## src/rtl/mini_cpu_pkg.sv

```systemverilog
// rtl/mini_cpu_pkg.sv - shared register-file widths and write-back entry type
package mini_cpu_pkg;

    localparam int REG_ADDR_W = 3;
    localparam int REG_DATA_W = 8;

    typedef struct packed {
        logic [REG_ADDR_W-1:0] addr;
        logic [REG_DATA_W-1:0] data;
    } wb_entry_t;

endpackage

```

## src/rtl/wb_fifo.sv

```systemverilog
// rtl/wb_fifo.sv - dual-push single-pop circular buffer of write-back entries
module wb_fifo
    import mini_cpu_pkg::*;
#(
    parameter int DEPTH = 4
) (
    input  logic                                clk,
    input  logic                                rst_n,
    input  logic                                push0,
    input  wb_entry_t                           push0_entry,
    input  logic                                push1,
    input  wb_entry_t                           push1_entry,
    input  logic                                pop,
    output wb_entry_t                           head_entry,
    output logic [$clog2(DEPTH):0]              count,
    output logic [DEPTH-1:0]                    entry_valid,
    output logic [DEPTH*REG_ADDR_W-1:0]         entry_addr
);

    localparam int PTR_W = $clog2(DEPTH);
    localparam int CNT_W = PTR_W + 1;

    wb_entry_t        mem [DEPTH];
    logic [PTR_W-1:0] head;
    logic [PTR_W-1:0] tail;
    logic [PTR_W-1:0] tail1;
    logic [1:0]       n_push;

    // push1 lands directly behind push0 when both are present, otherwise at tail
    assign n_push = {1'b0, push0} + {1'b0, push1};
    assign tail1  = tail + PTR_W'(push0);

    // entry storage is deliberately not reset; validity comes from head/count
    always_ff @(posedge clk) begin
        if (push0) begin
            mem[tail] <= push0_entry;
        end
        if (push1) begin
            mem[tail1] <= push1_entry;
        end
    end

    // pointer and occupancy bookkeeping
    always_ff @(posedge clk or negedge rst_n) begin
        if (!rst_n) begin
            head  <= '0;
            tail  <= '0;
            count <= '0;
        end else begin
            tail  <= tail + PTR_W'(n_push);
            head  <= head + PTR_W'(pop);
            count <= count + CNT_W'(n_push) - CNT_W'(pop);
        end
    end

    assign head_entry = mem[head];

    // an entry is live when its distance from head is below the occupancy
    always_comb begin
        logic [PTR_W-1:0] offset;
        offset      = '0;
        entry_valid = '0;
        entry_addr  = '0;
        for (int i = 0; i < DEPTH; i++) begin
            offset         = PTR_W'(i) - head;
            entry_valid[i] = ({1'b0, offset} < count);
            entry_addr[i*REG_ADDR_W +: REG_ADDR_W] = mem[i].addr;
        end
    end

endmodule

```

## src/rtl/regfile_writeback_queue.sv

```systemverilog
// rtl/regfile_writeback_queue.sv - ALU/load write-back arbitration, drain and RAW hazard report
module regfile_writeback_queue
    import mini_cpu_pkg::*;
#(
    parameter int DEPTH  = 4,
    parameter int DATA_W = REG_DATA_W,
    parameter int ADDR_W = REG_ADDR_W
) (
    input  logic                     clk,
    input  logic                     rst_n,
    input  logic                     alu_valid,
    output logic                     alu_ready,
    input  logic [ADDR_W-1:0]        alu_reg,
    input  logic [DATA_W-1:0]        alu_data,
    input  logic                     ld_valid,
    output logic                     ld_ready,
    input  logic [ADDR_W-1:0]        ld_reg,
    input  logic [DATA_W-1:0]        ld_data,
    output logic                     rf_write_enable,
    output logic [ADDR_W-1:0]        rf_write_reg,
    output logic [DATA_W-1:0]        rf_write_data,
    input  logic [ADDR_W-1:0]        qry_reg1,
    input  logic [ADDR_W-1:0]        qry_reg2,
    output logic                     pending1,
    output logic                     pending2,
    output logic [$clog2(DEPTH):0]   count
);

    localparam int CNT_W = $clog2(DEPTH) + 1;

    wb_entry_t                   ld_entry;
    wb_entry_t                   alu_entry;
    wb_entry_t                   head_entry;
    logic [CNT_W-1:0]            free;
    logic                        ld_push;
    logic                        alu_push;
    logic                        pop;
    logic [DEPTH-1:0]            entry_valid;
    logic [DEPTH*REG_ADDR_W-1:0] entry_addr;

    // free space comes from the registered count only; this cycle's pop is not credited
    assign free      = CNT_W'(DEPTH) - count;
    assign ld_ready  = (free != '0);
    assign alu_ready = (free >= CNT_W'(2)) || ((free == CNT_W'(1)) && !ld_valid);

    assign ld_push  = ld_valid && ld_ready;
    assign alu_push = alu_valid && alu_ready;
    assign pop      = (count != '0);

    assign ld_entry.addr  = ld_reg;
    assign ld_entry.data  = ld_data;
    assign alu_entry.addr = alu_reg;
    assign alu_entry.data = alu_data;

    // load takes the first slot so a same-cycle ALU write to the same register wins
    wb_fifo #(
        .DEPTH (DEPTH)
    ) u_fifo (
        .clk         (clk),
        .rst_n       (rst_n),
        .push0       (ld_push),
        .push0_entry (ld_entry),
        .push1       (alu_push),
        .push1_entry (alu_entry),
        .pop         (pop),
        .head_entry  (head_entry),
        .count       (count),
        .entry_valid (entry_valid),
        .entry_addr  (entry_addr)
    );

    assign rf_write_enable = pop;
    assign rf_write_reg    = head_entry.addr;
    assign rf_write_data   = head_entry.data;

    // hazard report covers every live entry, including the head being written now
    always_comb begin
        pending1 = 1'b0;
        pending2 = 1'b0;
        for (int i = 0; i < DEPTH; i++) begin
            if (entry_valid[i] && (entry_addr[i*REG_ADDR_W +: REG_ADDR_W] == qry_reg1)) begin
                pending1 = 1'b1;
            end
            if (entry_valid[i] && (entry_addr[i*REG_ADDR_W +: REG_ADDR_W] == qry_reg2)) begin
                pending2 = 1'b1;
            end
        end
    end

endmodule

```

## config.mk

```make
export PLATFORM = sky130hd
export DESIGN_NAME = regfile_writeback_queue
export DESIGN_NICKNAME = d
export VERILOG_FILES = /design/src/rtl/mini_cpu_pkg.sv /design/src/rtl/wb_fifo.sv /design/src/rtl/regfile_writeback_queue.sv
export SDC_FILE = /design/constraint.sdc
export NUM_CORES = 1
export LEC_CHECK = 0
export BUFFER_PORTS_ARGS = -buffer_cell sky130_fd_sc_hd__buf_4
export CELL_PAD_IN_SITES_DETAIL_PLACEMENT = 0
export CELL_PAD_IN_SITES_GLOBAL_PLACEMENT = 1
export CORE_MARGIN = 5
export CORE_UTILIZATION = 40
export CTS_CLUSTER_SIZE = 14
export DETAILED_ROUTE_END_ITERATION = 16
export PLACE_DENSITY_LB_ADDON = 0.1
export SLEW_MARGIN = 0
export SYNTH_ARGS = -nofsm -noshare
export SYNTH_HDL_FRONTEND = slang
export SYNTH_SLANG_ARGS = --single-unit
```

## constraint.sdc

```tcl
create_clock -name clk -period 4.3 [get_ports clk]
set_clock_uncertainty 0.1 [all_clocks]
set_input_delay 0.215 -clock clk [delete_from_list [all_inputs] [get_ports clk]]
set_output_delay 0.215 -clock clk [all_outputs]
set_load 0.01 [all_outputs]
```

# Word-level counts from Yosys, hierarchy flattened
# Memory sizes are Yosys's and may differ from the RTL's.
# Cells that the tools add are included.
# op_classes
n_addsub,11
n_lt_le_gt_ge,5
eq_ne,9
muxes,12
n_reduce_logical,15
# op_table
cell,n
3-bit == test,8
2-bit by 3-bit less-than comparator with 1-bit output,4
1-bit two-way mux,12
1-bit logical AND,11
3-bit nonzero test,2
2-bit by 1-bit adder with 2-bit output,2
"1-bit by 2-bit subtractor with 2-bit output, first input constant",2
"2-bit subtractor, first input constant",2
3-bit by 2-bit adder with 3-bit output,1
"3-bit by 1-bit == test with 1-bit output, second input constant",1
"3-bit by 2-bit >= comparator with 1-bit output, second input constant",1
3-bit by 1-bit subtractor with 3-bit output,1
"3-bit subtractor, first input constant",1
1-bit by 1-bit adder with 2-bit output,1
2-bit adder,1
1-bit zero test,1
1-bit logical OR,1
# word_totals
register_bits,7
ram_bits,44
input_bits,32
out_inout_bits,19
word_cells,56
n_memories,1
# memory_table
name,depth,word_bits,read_ports,rd_ports_with_merged_regs,write_ports,line_no,rtl
u_fifo.mem,4,11,5,0,2,wb_fifo.sv:23,wb_entry_t mem [DEPTH];

# Logic depth before layout (Yosys ltp)
# Gate-level depths: netlist of run 1.
# logic_depth
word_depth,8
mapped_depth,12

# Modules after synthesis
# A second synthesis of run 1 with hierarchy kept.
# hier_totals
cells_unflattened,228
area_unflattened_um2,3181.8
# by_module_without_submodules
module,instances,cells_per_inst,area_each_um2,seq_area_each_um2
wb_fifo,1,173,2743.9,1496.4
regfile_writeback_queue,1,55,437.9,0.0

# Worst setup path before layout of run 1
# No wires, ideal clock.
# synth_timing
path_kind,flip-flop to flip-flop
start,reg u_fifo.count[0]
end,reg u_fifo.count[2]
arrival_time_ns,2.860
required_ns,4.077
slack_ns,1.217
stages_incl_launch_ff,13
path_buffers,0
period_less_slack_ns,3.083
cell_sequence,dfrtp_1 -> inv_1 -> ha_1 -> ha_1 -> or4b_4 -> nand2_4 -> inv_2 -> ha_1 -> inv_1 -> ha_1 -> fa_1 -> xor2_1 -> xnor2_1
# synth_via
elab_chain_len,8
word_cells_on_any_way,12
# synth_lines
item,line_no,rtl
start: declaration,wb_fifo.sv:15,"output logic [$clog2(DEPTH):0] count,"
start signal: assignment,wb_fifo.sv:52,count <= count + CNT_W'(n_push) - CNT_W'(pop);
3-bit subtractor *,regfile_writeback_queue.sv:42,assign free = CNT_W'(DEPTH) - count;
"parallel branches: the longest is 2 deep, another holds 3-bit by 2-bit >= comparator with 1-bit output",-,
1-bit logical OR *,regfile_writeback_queue.sv:44,assign alu_ready = (free >= CNT_W'(2)) || ((free == CNT_W'(1)) && !ld_valid);
via alu_ready,regfile_writeback_queue.sv:12,"output logic alu_ready,"
1-bit logical AND *,regfile_writeback_queue.sv:47,assign alu_push = alu_valid && alu_ready;
1-bit by 1-bit adder with 2-bit output *,wb_fifo.sv:30,"assign n_push = {1'b0, push0} + {1'b0, push1};"
3-bit by 2-bit adder with 3-bit output *,wb_fifo.sv:52,
3-bit by 1-bit subtractor with 3-bit output *,wb_fifo.sv:52,
# Mark *: on every way through the listed nets, which the timed path passes.

==> results of run 1 <==
## metrics by stage
step	util	worst slack (ns)	std cells	cell area, µm²
finish	0.485	1.08	368	3690
global route	0.485	0.757	368	3690
CTS	0.485	1.01	368	3690
detailed placement	0.469	1.04	359	3570
global placement	0.469	1.15	359	3570
floorplan	-	1.22	208	3080
## routing by layer
| layer | up-vias | GRT usage | routed length (µm) |
|---|---|---|---|
| li1 | 891 | - | - |
| met1 | 895 | 0.174 | 2830 |
| met2 | 42 | 0.247 | 3340 |
| met3 | 7 | 0.0280 | 260 |
| met4 | 0 | 0.0256 | 57 |
| met5 | - | 0 | 0 |
## sequential cells by signal, summed over array words and instances, names as in the netlist
| register | count |
|---|---|
| u_fifo.mem | 44 |
| u_fifo.head | 2 |
| u_fifo.tail | 2 |
| u_fifo.count | 3 |
## logic make-up (layout without fill, tap and decap cells)
logic type      Yosys count  after routing  synth area share
compound gates           14             14            0.0301
xor+xnor                 32             32            0.0911
fa+ha+maj                17             17            0.0716
buf+inv                  20             78            0.0346
flops                    51             51             0.487
mux                      55             55             0.242
simple gates             19             19            0.0443
## cells in the mapped netlist (2+ instances only)
cell type,count
nor3_1,2
nor3_2,2
edfxtp_1,44
mux2_1,2
nand3_2,2
nand2b_1,2
ha_1,16
nand4_1,2
o21bai_1,2
nor2_1,2
buf_6,4
xor2_1,22
nor2b_1,2
a21oi_1,3
inv_1,12
dfrtp_1,7
a211o_1,2
mux2_2,42
o21ai_0,4
o41ai_1,2
xnor2_1,10
nor4_1,2
clkbuf_1,2
mux4_2,11
## power by group through the flow
stage	Combinational (mW)	Clock (mW)	Sequential, mW
2_1_floorplan	1.06	0	0.961
3_3_place_gp	1.55	0	1.02
3_5_place_dp	1.54	0	1.02
4_1_cts	1.55	0.347	1.01
5_1_grt	1.68	0.367	1.03
6_report	1.51	0.340	1.00
## worst min-delay path by stage
stage / to / slack (ns) / cells after the start
finish: u_fifo.mem[1][8] / 0.13 / 2
global route: u_fifo.mem[1][3] / 0.11 / 2
CTS: u_fifo.mem[1][8] / 0.12 / 2
detailed placement: u_fifo.tail[1] / -0.06 / 1
global placement: u_fifo.tail[1] / -0.06 / 1
floorplan: u_fifo.count[0] / -0.18 / 0
## worst max-delay path, stage by stage, from the launching register on
cell	delay (ns)
dfrtp_1	0.40
inv_1	0.14
ha_1	0.24
ha_1	0.20
nor2b_1	0.27
ha_1	0.27
xor2_1	0.27
nand3_2	0.32
o21ai_1	0.64
## area by class of cell
cell class                 count  area (µm²)
tap                          102         128
clock inverter                 3        42.5
timing repair buffer          57         430
fill                         703        3920
sequential                    51        1500
multi-input combinational    137        1470
clock buffer                   5        68.8
inverter                      13        48.8
## timing repair
action | 4_1_cts | 5_1_grt
setup endpoints to repair | 0 | 0
hold endpoints to repair | 7 | 0
buffers inserted | 0 | 0
hold buffers | 1 | 0
==> impl_metrics.py, run 1 <==
metrics = {
    "yosys": {
        "number_of_enable_flip_flop_cells_after_synthesis": 44,
        "synthesis.instances": 208,
        "flip_flop_and_latch_count_after_synthesis": 51,
        "postSynth.asyncResetShare": 0.137,
        "synthesis.yosys.warnings": 0,
        "synth.distinct_cells": 31,
        "mappedNetlistNets": 257,
        "synth_flop_cell": "edfxtp_1",
        "netlist_area_um2": 3080,
        "synth_top_area_frac": 0.430,
        "syn_avg_cell_area_um2": 14.8,
        "synth-seq-area-share": 0.487,
        "synth_top_cells_by_area": "edfxtp_1 (43%), mux2_2 (15%), mux4_2 (8.1%)",
        "post-synth-top-area-cell": "edfxtp_1",
    },
    "pwr": {
        "leakagePower_nw": 1.44,
        "power_mw": 2.85,
        "p_sw_mw": 1.06,
        "power_frac_seq": 0.352,
        "power.combinational.fraction": 0.529,
        "worst_ir_drop_vdd_v": 0.000269,
        "share_of_total_power_in_the_clock_network": 0.119,
        "pwr_density_cell_nw_per_um2": 773,
        "internal_power_mw": 1.79,
        "netSwitchingFraction": 0.371,
    },
    "run": {
        "cap_violations": 0,
    },
    "place": {
        "io_buffer_count": 50,
        "routability_congestion_estimate": 0.801,
        "dpl.hpwl_mm": 4.88,
    },
    "hold_path": {
        "timing.hold.worst.class": "in -> reg",
        "min-delay-start": "alu_reg[0]",
    },
    "timing": {
        "period_needed_ns": 3.22,
        "setup-violations-final": 0,
        "slew-limit-headroom": 0.341,
        "timing_hold_violations_final": 0,
        "timing.hold.ws_ns": 0.127,
        "rsz0062_at_grt": "no",
        "report.final.slew_viol_count": 0,
        "timing_worst_slew_pin_value_ns": 0.982,
        "finalCritPeriodShare": 0.750,
        "tns_ns": 0,
        "max_freq_mhz": 310,
    },
    "final_layout": {
        "antenna_diode_count": 0,
        "layout.cells.most_common_list": "buf_4 (56), edfxtp_1 (44), mux2_2 (42)",
        "final_nets": 314,
        "drive_gt1_frac": 0.462,
        "synthToLayoutAreaGrowth_pct": 19.9,
        "layout_commonest_cell": "buf_4",
    },
    "critical_path": {
        "r2r_end": "u_fifo.mem[3][9]",
        "cp.required_ns": 4.13,
        "critPathLaunchType": "flip-flop",
        "crit_end": "u_fifo.mem[3][9]",
        "worst-setup-path-type": "reg -> reg",
        "cp_data_arrival_time_ns": 3.06,
        "crit_fanout": 12,
        "critPathCaptureType": "flip-flop",
        "crit_start": "u_fifo.count[1]",
        "r2r_start": "u_fifo.count[1]",
        "reg2reg_setup_slack_ns": 1.08,
        "worstRegToRegCells": 8,
    },
    "floorplanning": {
        "rows": 32,
        "design.core.area_um2": 7610,
        "floorplan.die.width_um": 97.7,
        "initial_core_util": 0.404,
        "floorplan.die.height_um": 97.7,
        "fp.dieArea_um2": 9540,
        "pin_count": 51,
    },
    "route": {
        "detail-route-antenna-nets": 0,
        "drt-initial-drc-count": 59,
        "vias_per_std_cell": 4.99,
        "drt-total-wl_mm": 6.48,
        "route.vias.total": 1835,
        "drc": 0,
        "route.detailed.wl_per_inst_um": 17.6,
        "drtPass1Iterations": 4,
    },
    "grt": {
        "antenna_violations_before_repair": 0,
        "grt_start_max_net_pins": 17,
        "grt_first_pass_wirelength_mm": 10.4,
        "globalRouteOverflowTotal": 0,
        "gr-usage-all-layers": 0.138,
        "number_of_global_route_vias_before_repair": 1942,
    },
    "clock_network": {
        "cts_made_buffers": 5,
        "cts_num_sinks": 51,
        "tritoncts": "yes",
        "cts-resized-gates": 0,
        "h-tree-depth": 2,
        "clk-insertion-delay-late_ns": 0.30,
        "cts-root-to-sink-buffers": 2,
        "cts-root-buf": "clkbuf_8",
        "path_clk_slew_ns": 0.09,
    },
    "run_status": {
        "status": "completed",
    },
}
No activity file was read; power rests on OpenSTA's default activity.
==> run 2, diff against run 1 <==
- clock period: 4.3 -> 2.7 ns (I/O delays scaled with it)
==> impl_metrics.py, run 2 (synthesized netlist as in run 1, its figures left out) <==
metrics = {
    "final_layout": {
        "multi_input_area_um2": 1560,
        "largest-register": "u_fifo.mem",
        "final_nets": 330,
        "flip_flop_and_latch_area_um2": 1500,
        "finish.instance_area_um2": 3890,
        "drive_gt1_frac": 0.550,
        "layout.cells.most_common_list": "buf_4 (71), edfxtp_1 (44), mux2_2 (42)",
        "finish.cell_count_without_fillers": 384,
        "largest_register_ffs": 44,
        "synthToLayoutAreaGrowth_pct": 26.4,
        "layout_commonest_cell": "buf_4",
        "fin_util": 0.511,
        "filler_cells_inserted": 703,
        "antenna_diode_count": 0,
        "top_regs": "u_fifo.mem x44, u_fifo.count x3",
    },
    "grt": {
        "grt_start_max_net_pins": 16,
        "grt_first_pass_wirelength_mm": 11.1,
        "globalRouteOverflowTotal": 0,
        "globalRouteMet3Util": 0.0330,
        "gr-usage-all-layers": 0.148,
        "gr-max-usage-layer": "met2",
        "antenna_violations_before_repair": 0,
        "grt_util_met1": 0.188,
        "number_of_global_route_vias_before_repair": 2103,
        "grt_use_met2": 0.261,
    },
    "timing": {
        "report.final.slew_viol_count": 0,
        "tns_ns": -0.0132,
        "rsz0062_at_grt": "yes",
        "worst_slack_ns": -0.0132,
        "slew-limit-headroom": 0.505,
        "finalCritPeriodShare": 1.00,
        "timing_hold_violations_final": 0,
        "period_needed_ns": 2.71,
        "setup-violations-final": 1,
        "timing_worst_slew_pin_value_ns": 0.743,
        "max_freq_mhz": 369,
    },
    "critical_path": {
        "worst-setup-path-type": "reg -> reg",
        "cp.required_ns": 2.79,
        "critPathCaptureType": "flip-flop",
        "cp_data_arrival_time_ns": 2.80,
        "critPathLaunchType": "flip-flop",
        "crit_fanout": 3,
        "worstRegToRegCells": 12,
    },
    "clock_network": {
        "path_clk_slew_ns": 0.10,
        "tritoncts": "yes",
        "h-tree-depth": 2,
        "cts_made_buffers": 5,
        "cts-root-to-sink-buffers": 2,
        "cts_num_sinks": 51,
        "cts-root-buf": "clkbuf_8",
        "clk-insertion-delay-late_ns": 0.29,
    },
    "pwr": {
        "worst_ir_drop_vdd_v": 0.000515,
        "pwr_density_cell_nw_per_um2": 1240,
        "leakagePower_nw": 1.51,
    },
    "route": {
        "route.detailed.wl_per_inst_um": 17.1,
        "detail-route-antenna-nets": 0,
        "route.vias.total": 1885,
        "vias_per_std_cell": 4.91,
        "drt-initial-drc-count": 67,
        "drt-total-wl_mm": 6.58,
        "drc": 0,
        "drtPass1Iterations": 4,
    },
    "run_status": {
        "violations": "setup timing",
        "status": "finished with violations",
    },
    "hold_path": {
        "worstHoldPathCells": 2,
        "timing.hold.worst.class": "in -> reg",
    },
    "run": {
        "cap_violations": 0,
    },
    "floorplanning": {
        "floorplan.die.height_um": 97.7,
        "fp.dieArea_um2": 9540,
        "rows": 32,
        "pin_count": 51,
        "design.core.area_um2": 7610,
        "initial_core_util": 0.404,
        "floorplan.die.width_um": 97.7,
    },
    "place": {
        "io_buffer_count": 50,
        "detailed_place.area_um2": 3750,
        "routability_congestion_estimate": 0.760,
        "place_inst": 374,
        "dpl.hpwl_mm": 4.92,
    },
}
-- run 2: cell types whose count changed in the layout (fill, tap and decap cells not counted), sizes merged --
cell      delta
buf         +16
bufinv       -1
clkinv       +1
clkinvlp     +1
inv          -1
-- run 2: what timing repair did --
| action | CTS | global route |
|---|---|---|
| setup endpoints to repair | 1 | 26 |
| resized for setup | 4 | 4 |
| setup buffers | 1 | 0 |
| pin swaps | 6 | 1 |
| hold buffers | 1 | 0 |
| hold endpoints to repair | 7 | 0 |
-- run 2: worst paths after layout --
kind | startpoint | end | slack [ns]
min reg2reg | u_fifo.tail[1] | u_fifo.tail[1] | 0.49
min in group asynchronous | rst_n | u_fifo.head[1] | 0.08
min | alu_data[5] | u_fifo.mem[1][5] | 0.05
max reg2reg | u_fifo.count[1] | u_fifo.count[2] | -0.01
max | u_fifo.count[1] | u_fifo.count[2] | -0.01
max in group asynchronous | rst_n | u_fifo.count[0] | 2.29
-- run 2: critical path, stage by stage (launching register included) --
cell and delay, ns:
dfrtp_1 0.39, inv_2 0.06, ha_4 0.16, ha_4 0.25, or4b_4 0.48, nand2_4 0.09
inv_4 0.04, ha_4 0.15, inv_4 0.05, ha_4 0.19, fa_2 0.38, xor2_1 0.15
xnor2_1 0.12
-- run 2: cell type report --
type | instances | area share
clock buffer | 5 | 0.0177
sequential | 51 | 0.385
multi-input combinational | 137 | 0.402
clock inverter | 3 | 0.00386
inverter | 13 | 0.0138
timing repair buffer | 73 | 0.145
tap | 102 | 0.0328
-- run 2: routing by layer --
layer	wire [µm]	vias up
li1	-	928
met1	2920	917
met2	3360	37
met3	265	3
met4	38	0
met5	0	-
-- run 2: stage by stage --
stage	power (mW)	hold WS [ns]	setup slack, ns
after floorplan	3.30	-0.261	-0.181
after global placement	4.37	-0.145	-0.0308
after detailed placement	4.38	-0.147	-0.0536
after CTS	4.87	0.0413	-0.0456
after global routing	5.19	0.0334	-0.109
final	4.81	0.0489	-0.0132
-- run 2: where the power goes --
| part | total, mW | leakage (nW) | switching, mW | internal [mW] |
|---|---|---|---|---|
| combinational | 2.84 | 0.984 | 1.37 | 1.47 |
| clock | 0.433 | 0.0392 | 0.256 | 0.177 |
| sequential | 1.54 | 0.490 | 0.188 | 1.35 |
| total | 4.81 | 1.51 | 1.81 | 3.00 |
==> run 3, diff against run 2 <==
- RECOVER_POWER: unset -> 100
==> impl_metrics.py, run 3 (synthesized netlist as in run 1, its figures left out) <==
metrics = {
    "critical_path": {
        "cp_data_arrival_time_ns": 2.80,
        "crit_fanout": 3,
        "crit_path_cell_chain": "inv_2, ha_4, ha_4, or4b_4, nand2_4, inv_4, ha_4, inv_4, ha_4, fa_2, xor2_1, xnor2_1",
        "path_common_cell": "ha_4",
        "worst-setup-path-type": "reg -> reg",
        "cp.required_ns": 2.79,
        "timing.critical_path.slowest_cell_delay_ns": 0.48,
        "critPathCaptureType": "flip-flop",
        "critPathLaunchType": "flip-flop",
        "slowest_stage": "or4b_4",
    },
    "route": {
        "route.detailed.wl_per_inst_um": 17.1,
        "detail-route-antenna-nets": 0,
        "vias_per_std_cell": 4.89,
        "route.vias.total": 1876,
        "drt-initial-drc-count": 65,
        "drt-total-wl_mm": 6.56,
        "drtPass1Iterations": 4,
        "drc": 0,
    },
    "pwr": {
        "leakagePower_nw": 1.45,
        "power_mw": 4.59,
        "pwr_density_cell_nw_per_um2": 1210,
        "worst_ir_drop_vdd_v": 0.000470,
    },
    "hold_path": {
        "timing.hold.worst.class": "in -> reg",
    },
    "clock_network": {
        "cts_made_buffers": 5,
        "clk-insertion-delay-late_ns": 0.29,
        "path_clk_slew_ns": 0.10,
        "tritoncts": "yes",
        "cts-root-to-sink-buffers": 2,
        "h-tree-depth": 2,
        "cts_num_sinks": 51,
        "cts-root-buf": "clkbuf_8",
    },
    "floorplanning": {
        "pin_count": 51,
        "rows": 32,
        "fp.dieArea_um2": 9540,
        "floorplan.die.width_um": 97.7,
        "design.core.area_um2": 7610,
        "initial_core_util": 0.404,
        "floorplan.die.height_um": 97.7,
    },
    "grt": {
        "gr-usage-all-layers": 0.148,
        "grt_start_max_net_pins": 16,
        "number_of_global_route_vias_before_repair": 2103,
        "antenna_violations_before_repair": 0,
        "grt_first_pass_wirelength_mm": 11.1,
        "globalRouteOverflowTotal": 0,
    },
    "timing": {
        "finalCritPeriodShare": 1.00,
        "timing_hold_violations_final": 0,
        "setup-violations-final": 1,
        "max_freq_mhz": 369,
        "period_needed_ns": 2.71,
        "worst_slack_ns": -0.0126,
        "timing_worst_slew_pin_value_ns": 0.734,
        "rsz0062_at_grt": "yes",
        "slew-limit-headroom": 0.510,
        "report.final.slew_viol_count": 0,
    },
    "final_layout": {
        "layout_commonest_cell": "buf_4",
        "flip_flop_and_latch_area_um2": 1500,
        "drive_gt1_frac": 0.479,
        "final_nets": 330,
        "multi_input_area_um2": 1540,
        "largest_register_ffs": 44,
        "largest-register": "u_fifo.mem",
        "antenna_diode_count": 0,
        "synthToLayoutAreaGrowth_pct": 23.1,
        "filler_cells_inserted": 725,
        "top_regs": "u_fifo.mem x44, u_fifo.count x3",
        "layout.cells.most_common_list": "buf_4 (51), edfxtp_1 (44), mux2_2 (42)",
    },
    "place": {
        "dpl.hpwl_mm": 4.92,
        "routability_congestion_estimate": 0.760,
        "io_buffer_count": 50,
        "preCtsSetupSlack_ns": -0.0536,
    },
    "run": {
        "cap_violations": 0,
    },
    "run_status": {
        "violations": "setup timing",
        "status": "finished with violations",
    },
}
run 3: changes by cell type in the layout (fill, tap and decap cells not counted), sizes merged:
cell | before | now
clkbuf | 5 | 25
buf | 72 | 52
run 3: metrics by stage:
step	cell area, µm²	std cells	hold slack (ns)	util	TNS (ns)
6_report	3790	384	0.0489	0.498	-0.0126
5_1_grt	3790	384	0.0334	0.498	-1.00
4_1_cts	3880	384	0.0413	0.510	-0.0456
3_5_place_dp	3750	374	-0.147	0.493	-0.0536
3_3_place_gp	3750	374	-0.145	0.493	-0.0308
2_1_floorplan	3130	208	-0.261	-	-0.256
run 3: metal layers:
metal | vias to the layer above | wire (µm) | track usage
met5 | - | 0 | 0
met4 | 0 | 38 | 0.0288
met3 | 3 | 243 | 0.0330
met2 | 37 | 3350 | 0.261
met1 | 910 | 2930 | 0.188
li1 | 926 | - | -
run 3: power by group:
| part | internal (mW) | leakage (nW) | switching (mW) | total [mW] |
|---|---|---|---|---|
| Combinational | 1.28 | 0.917 | 1.34 | 2.62 |
| Sequential | 1.35 | 0.490 | 0.187 | 1.54 |
| Clock | 0.177 | 0.0392 | 0.254 | 0.431 |
run 3: timing repair:
action,in CTS,in global routing
hold endpoints to repair,7,0
setup buffers,1,0
resized for setup,4,4
pin swaps,6,1
endpoints found under the setup margin,1,26
hold buffers,1,0
run 3: final cells by class:
cell class | instances | share of cell area
multi-input combinational | 137 | 0.407
sequential | 51 | 0.395
timing repair buffer | 73 | 0.128
tap | 102 | 0.0337
clock buffer | 5 | 0.0182
inverter | 13 | 0.0142
clock inverter | 3 | 0.00396
run 3: final timing paths:
| kind | cells after the start | slack, ns | start | end |
|---|---|---|---|---|
| max | 12 | -0.01 | u_fifo.count[1] | u_fifo.count[2] |
| min | 2 | 0.05 | alu_data[5] | u_fifo.mem[1][5] |
| max reg2reg | 12 | -0.01 | u_fifo.count[1] | u_fifo.count[2] |
| min reg2reg | 1 | 0.49 | u_fifo.tail[1] | u_fifo.tail[1] |
| max in group asynchronous | 2 | 2.05 | rst_n | u_fifo.count[0] |
| min in group asynchronous | 2 | 0.16 | rst_n | u_fifo.head[1] |
run 3: critical path: cells and delay by family, from the launching register on:
| family | cells | cell delay [ns] |
|---|---|---|
| simple gates | 2 | 0.57 |
| xor+xnor | 2 | 0.27 |
| fa+ha+maj | 5 | 1.13 |
| buf+inv | 3 | 0.15 |
| flops | 1 | 0.39 |
